`src/rtl/fifo_axis_reader.sv`:
```
`default_nettype none
// ============================================================================
// Module   : fifo_axis_reader
// Purpose  : Drains an FWFT FIFO read port onto an AXI4-Stream master with
//            fixed-length tlast framing and a completed-packet counter.
// Revision : 1.0 - initial release
// ============================================================================
module fifo_axis_reader #(
    parameter int DWIDTH  = 32,
    parameter int PKT_LEN = 64
) (
    input  logic              clk,
    input  logic              rst_n,
    input  logic [DWIDTH-1:0] fifo_rd_data,
    input  logic              fifo_rd_empty,
    output logic              fifo_rd_en,
    output logic [DWIDTH-1:0] m_axis_tdata,
    output logic              m_axis_tvalid,
    input  logic              m_axis_tready,
    output logic              m_axis_tlast,
    output logic [31:0]       pkt_count
);

    localparam int                  c_BEAT_W    = (PKT_LEN > 1) ? $clog2(PKT_LEN) : 1;
    localparam logic [c_BEAT_W-1:0] c_LAST_BEAT = c_BEAT_W'(PKT_LEN - 1);

    logic                r_out_valid;
    logic [DWIDTH-1:0]   r_out_data;
    logic                r_out_last;
    logic                r_skid_valid;
    logic [DWIDTH-1:0]   r_skid_data;
    logic                r_skid_last;
    logic [c_BEAT_W-1:0] r_beat;
    logic [31:0]         r_pkt_count;

    logic w_pop;
    logic w_take;
    logic w_pop_last;

    // The pop depends only on registered state, so tready never reaches the FIFO.
    assign fifo_rd_en = rst_n & ~fifo_rd_empty & ~r_skid_valid;
    assign w_pop      = fifo_rd_en;
    assign w_take     = r_out_valid & m_axis_tready;
    assign w_pop_last = (r_beat == c_LAST_BEAT);

    always_ff @(posedge clk or negedge rst_n) begin
        if (!rst_n) begin
            r_out_valid  <= 1'b0;
            r_out_data   <= '0;
            r_out_last   <= 1'b0;
            r_skid_valid <= 1'b0;
            r_skid_data  <= '0;
            r_skid_last  <= 1'b0;
            r_beat       <= '0;
            r_pkt_count  <= '0;
        end else begin
            if (w_pop) begin
                r_beat <= w_pop_last ? '0 : r_beat + c_BEAT_W'(1);
            end

            if (!r_out_valid || w_take) begin
                if (r_skid_valid) begin
                    r_out_valid  <= 1'b1;
                    r_out_data   <= r_skid_data;
                    r_out_last   <= r_skid_last;
                    r_skid_valid <= 1'b0;
                end else if (w_pop) begin
                    r_out_valid <= 1'b1;
                    r_out_data  <= fifo_rd_data;
                    r_out_last  <= w_pop_last;
                end else begin
                    r_out_valid <= 1'b0;
                end
            end else if (w_pop) begin
                // Output is stalled: park the in-flight word in the skid slot.
                r_skid_valid <= 1'b1;
                r_skid_data  <= fifo_rd_data;
                r_skid_last  <= w_pop_last;
            end

            if (w_take && r_out_last) begin
                r_pkt_count <= r_pkt_count + 32'd1;
            end
        end
    end

    assign m_axis_tvalid = r_out_valid;
    assign m_axis_tdata  = r_out_data;
    assign m_axis_tlast  = r_out_last;
    assign pkt_count     = r_pkt_count;

endmodule
`default_nettype wire

```
`config.mk`:
```
export PLATFORM = sky130hd
export DESIGN_NAME = fifo_axis_reader
export DESIGN_NICKNAME = d
export VERILOG_FILES = /design/src/rtl/fifo_axis_reader.sv
export SDC_FILE = /design/constraint.sdc
export NUM_CORES = 1
export LEC_CHECK = 0
export ABC_AREA = 1
export CAP_MARGIN = 20
export CORE_AREA = 2 2 107 109
export CTS_BUF_LIST = sky130_fd_sc_hd__clkbuf_16
export DETAILED_ROUTE_END_ITERATION = 10
export DIE_AREA = 0 0 109 111
export GPL_TIMING_DRIVEN = 0
export MAX_ROUTING_LAYER = met4
export PLACE_DENSITY_LB_ADDON = 0.3
export SLEW_MARGIN = 20
export SYNTH_ARGS = -nofsm -noshare
export SYNTH_HDL_FRONTEND = slang
export SYNTH_SLANG_ARGS = --single-unit
```
`constraint.sdc`:
```
create_clock -name clk -period 1.4 [get_ports clk]
set_input_delay 0.28 -clock clk [delete_from_list [all_inputs] [get_ports clk]]
set_output_delay 0.28 -clock clk [all_outputs]
set_load 0.02 [all_outputs]
```
==> results of run 1 <==
-- worst min path at each step --
stage | end | startpoint | slack, ns | depth (start not counted)
after floorplan | m_axis_tdata[0] | rst_n | -0.02 | 0
after global placement | r_skid_data[1] | r_skid_data[1] | 0.45 | 2
after detailed placement | pkt_count[7] | rst_n | 0.16 | 1
after CTS | r_skid_data[14] | rst_n | 0.04 | 2
after global routing | r_skid_data[14] | rst_n | 0.05 | 2
final | r_skid_data[14] | rst_n | 0.04 | 2
-- report_power, final --
part	leakage, nW	internal, mW	switching (mW)
clock	0.147	1.40	1.14
combinational	1.91	0.969	1.18
sequential	1.29	3.69	0.431
-- kinds of logic after synthesis --
logic type,Yosys count,synth area share
xor+xnor,25,0.04443
flops,106,0.5382
compound gates,38,0.04722
simple gates,366,0.3115
fa+ha+maj,2,0.005077
buf+inv,56,0.05357
-- layout by cell type (no fill, tap or decap), types with 4 or more instances in the layout --
cell,instances
nand3_1,15
dlygate4sd2_1,38
nor2_2,16
inv_6,4
buf_6,12
nand4_1,8
inv_2,5
nand2_2,17
nor2_1,48
xnor2_1,12
xor2_1,13
clkbuf_2,11
nand2_1,232
dfrtp_2,14
clkbuf_16,11
clkdlybuf4s15_2,7
a31oi_1,30
clkdlybuf4s50_1,33
buf_4,33
dfrtp_1,92
clkdlybuf4s15_1,12
nor2_4,16
inv_1,27
-- stage by stage --
stage	instances	setup TNS [ns]	power, mW
2_1_floorplan	593	0	5.181
5_1_grt	892	-2.619	9.305
3_3_place_gp	838	-729.60	6.096
4_1_cts	879	-0.1579	8.637
3_5_place_dp	839	-40.89	6.169
6_report	892	-0.03435	8.807
-- what timing repair did --
item / 4_1_cts / 5_1_grt
gates cloned: 3 / 2
setup buffers: 18 / 15
endpoints found under the setup margin: 149 / 125
pin swaps: 5 / 25
hold buffers: 4 / 0
hold endpoints to repair: 27 / 0
resized for setup: 132 / 96
-- layer usage --
metal / wire, um / part of all wire
met2: 6554 / 0.52
met1: 5420 / 0.43
met5: 0 / 0
met4: 191 / 0.015
met3: 503 / 0.040
-- state kept, by name, indices dropped and copies added, names as in the netlist --
signal / flops
r_skid_data: 32
r_skid_last: 1
pkt_count: 32
r_beat: 6
m_axis_tlast: 1
m_axis_tdata: 32
r_skid_valid: 1
m_axis_tvalid: 1
-- critical path, stage by stage (launching register included) --
cell,delay [ns]
dfrtp_2,0.45
inv_8,0.07
nand3_4,0.08
inv_4,0.09
buf_6,0.11
-- area by class of cell --
type / instances / share of cell area
timing repair buffer: 145 / 0.2016
tap: 143 / 0.02513
buffer: 15 / 0.02109
sequential: 106 / 0.3750
clock inverter: 7 / 0.01037
clock buffer: 9 / 0.03163
inverter: 36 / 0.02144
multi-input combinational: 431 / 0.3137
==> metrics.txt, run 1 <==
GP Congestion around 0.91; Max Slew Vio Count 0; DRC errors left 0; die area 0.01210 mm^2; register area between 0.002 and 0.003 mm^2; post-synthesis register bit count between 100 and 150; post-synth top area share 0.5382; busiest grt layer met2; GR Overflow Total 0; Power Dens Cells around 1200 mW/mm^2; Worst setup EP type output port; FILL cells roughly 900; worst reg2reg setup slack -0.01 ns; port bufs 102; Yosys cell types 28; largest net degree at the start of global routing between 40 and 50; Final Cycle Share 1.018; num rows 39; Util after Layout 0.6427; unrepaired setup endpoints after global routing true; maximum clock frequency 701.6 MHz; Hold Crit Class in2async; clock sink count roughly 110; Post-Route WL roughly 13 mm; Synth Net Count about 630; Finished Cell Area roughly 0.007 mm^2; slack of the critical path -0.02538 ns; met1 usage 0.2728; count leader, synth nand2_1; drt first pass iters 4; Startpoint Class flip-flop; share of layout cells above drive strength 1 0.2363; number of synthesized flops with an enable pin 0; htree depth 3; Yosys top cell by area dfrtp_1; hold_ws approximately 0.043 ns; max_cap viols 0; first-pass GRT wire length about 20 mm; Vert. Die Dim 111 um; ys flop type dfrtp_1; DP Wirelength ~8.4 mm; Tightest Pin Transition 0.8997 ns; Worst EP required 1.12 ns; Die X-Extent roughly 110 um; CP max FO 5; Clock Tree Buf Depth 2; critical path arrival 1.15 ns; Final ANT Viol Nets 0; clock latency on the worst-skew pair approximately 0.34 ns; Synth top cells by count nand2_1 (245), dfrtp_1 (106), nor2_1 (68); DP Area a little over 0.006 mm^2; area taken by multi-input logic gates ~0.0022 mm^2; Syn Inst Count between 500 and 600; Reg-to-Reg End pkt_count[31]; WS Path Type reg2out; failing checks setup timing; drt wl/cell roughly 14 um; Tmin final roughly 1.4 ns; Slew headroom 0.4002; top cells by area, synth dfrtp_1 (54%), nand2_1 (19%), nor2_1 (5.2%), a31oi_1 (4.1%), xor2_1 (2.3%); antenna violations before repair 0; Initial Util 0.4449; Final Hold Viols 0; Mean Syn Cell Area ~8.3 um^2; final setup vio count 2; status finished, violations left; io pins roughly 100; Synth warnings 0; beginning of the critical path r_skid_valid; via count approximately 4400; Area growth, synth to finish 44.45%; sequential area share after synthesis 0.5382; Net count, final about 800; leakage around 3.4 nW; Via-to-Cell Ratio about 4.9; reg2reg start pkt_count[1]; 1st-iter DRT viols 226; ys async rst share 1.000; CTS clock-pin slew for the worst setup and hold paths roughly 0.07 ns; Ant. Diodes 0; Setup Skew a little under 0.009 ns; synthesized area just under 0.005 mm^2; Inserted Clock Buffers 9; Placeable Area between 0.01 and 0.015 mm^2; vias in the first global route 4313; worst slack at placement -0.8443 ns; CTS tree done; root buffer cell clkbuf_16; maximum VDD drop 0.7131 mV; met2 Track Usage GR 0.3524; crit path capture fifo_rd_en; FF-to-FF path depth 9; All-Layer GR Usage 0.2155; grt met3 use 0.03116
(Power assumes the default switching activity.)
==> run 2: changes to the inputs <==
CTS_CLUSTER_DIAMETER = 30   (was unset)
==> results of run 2 <==
Same layout as run 1: the final DEF is identical, and so are final timing and power.
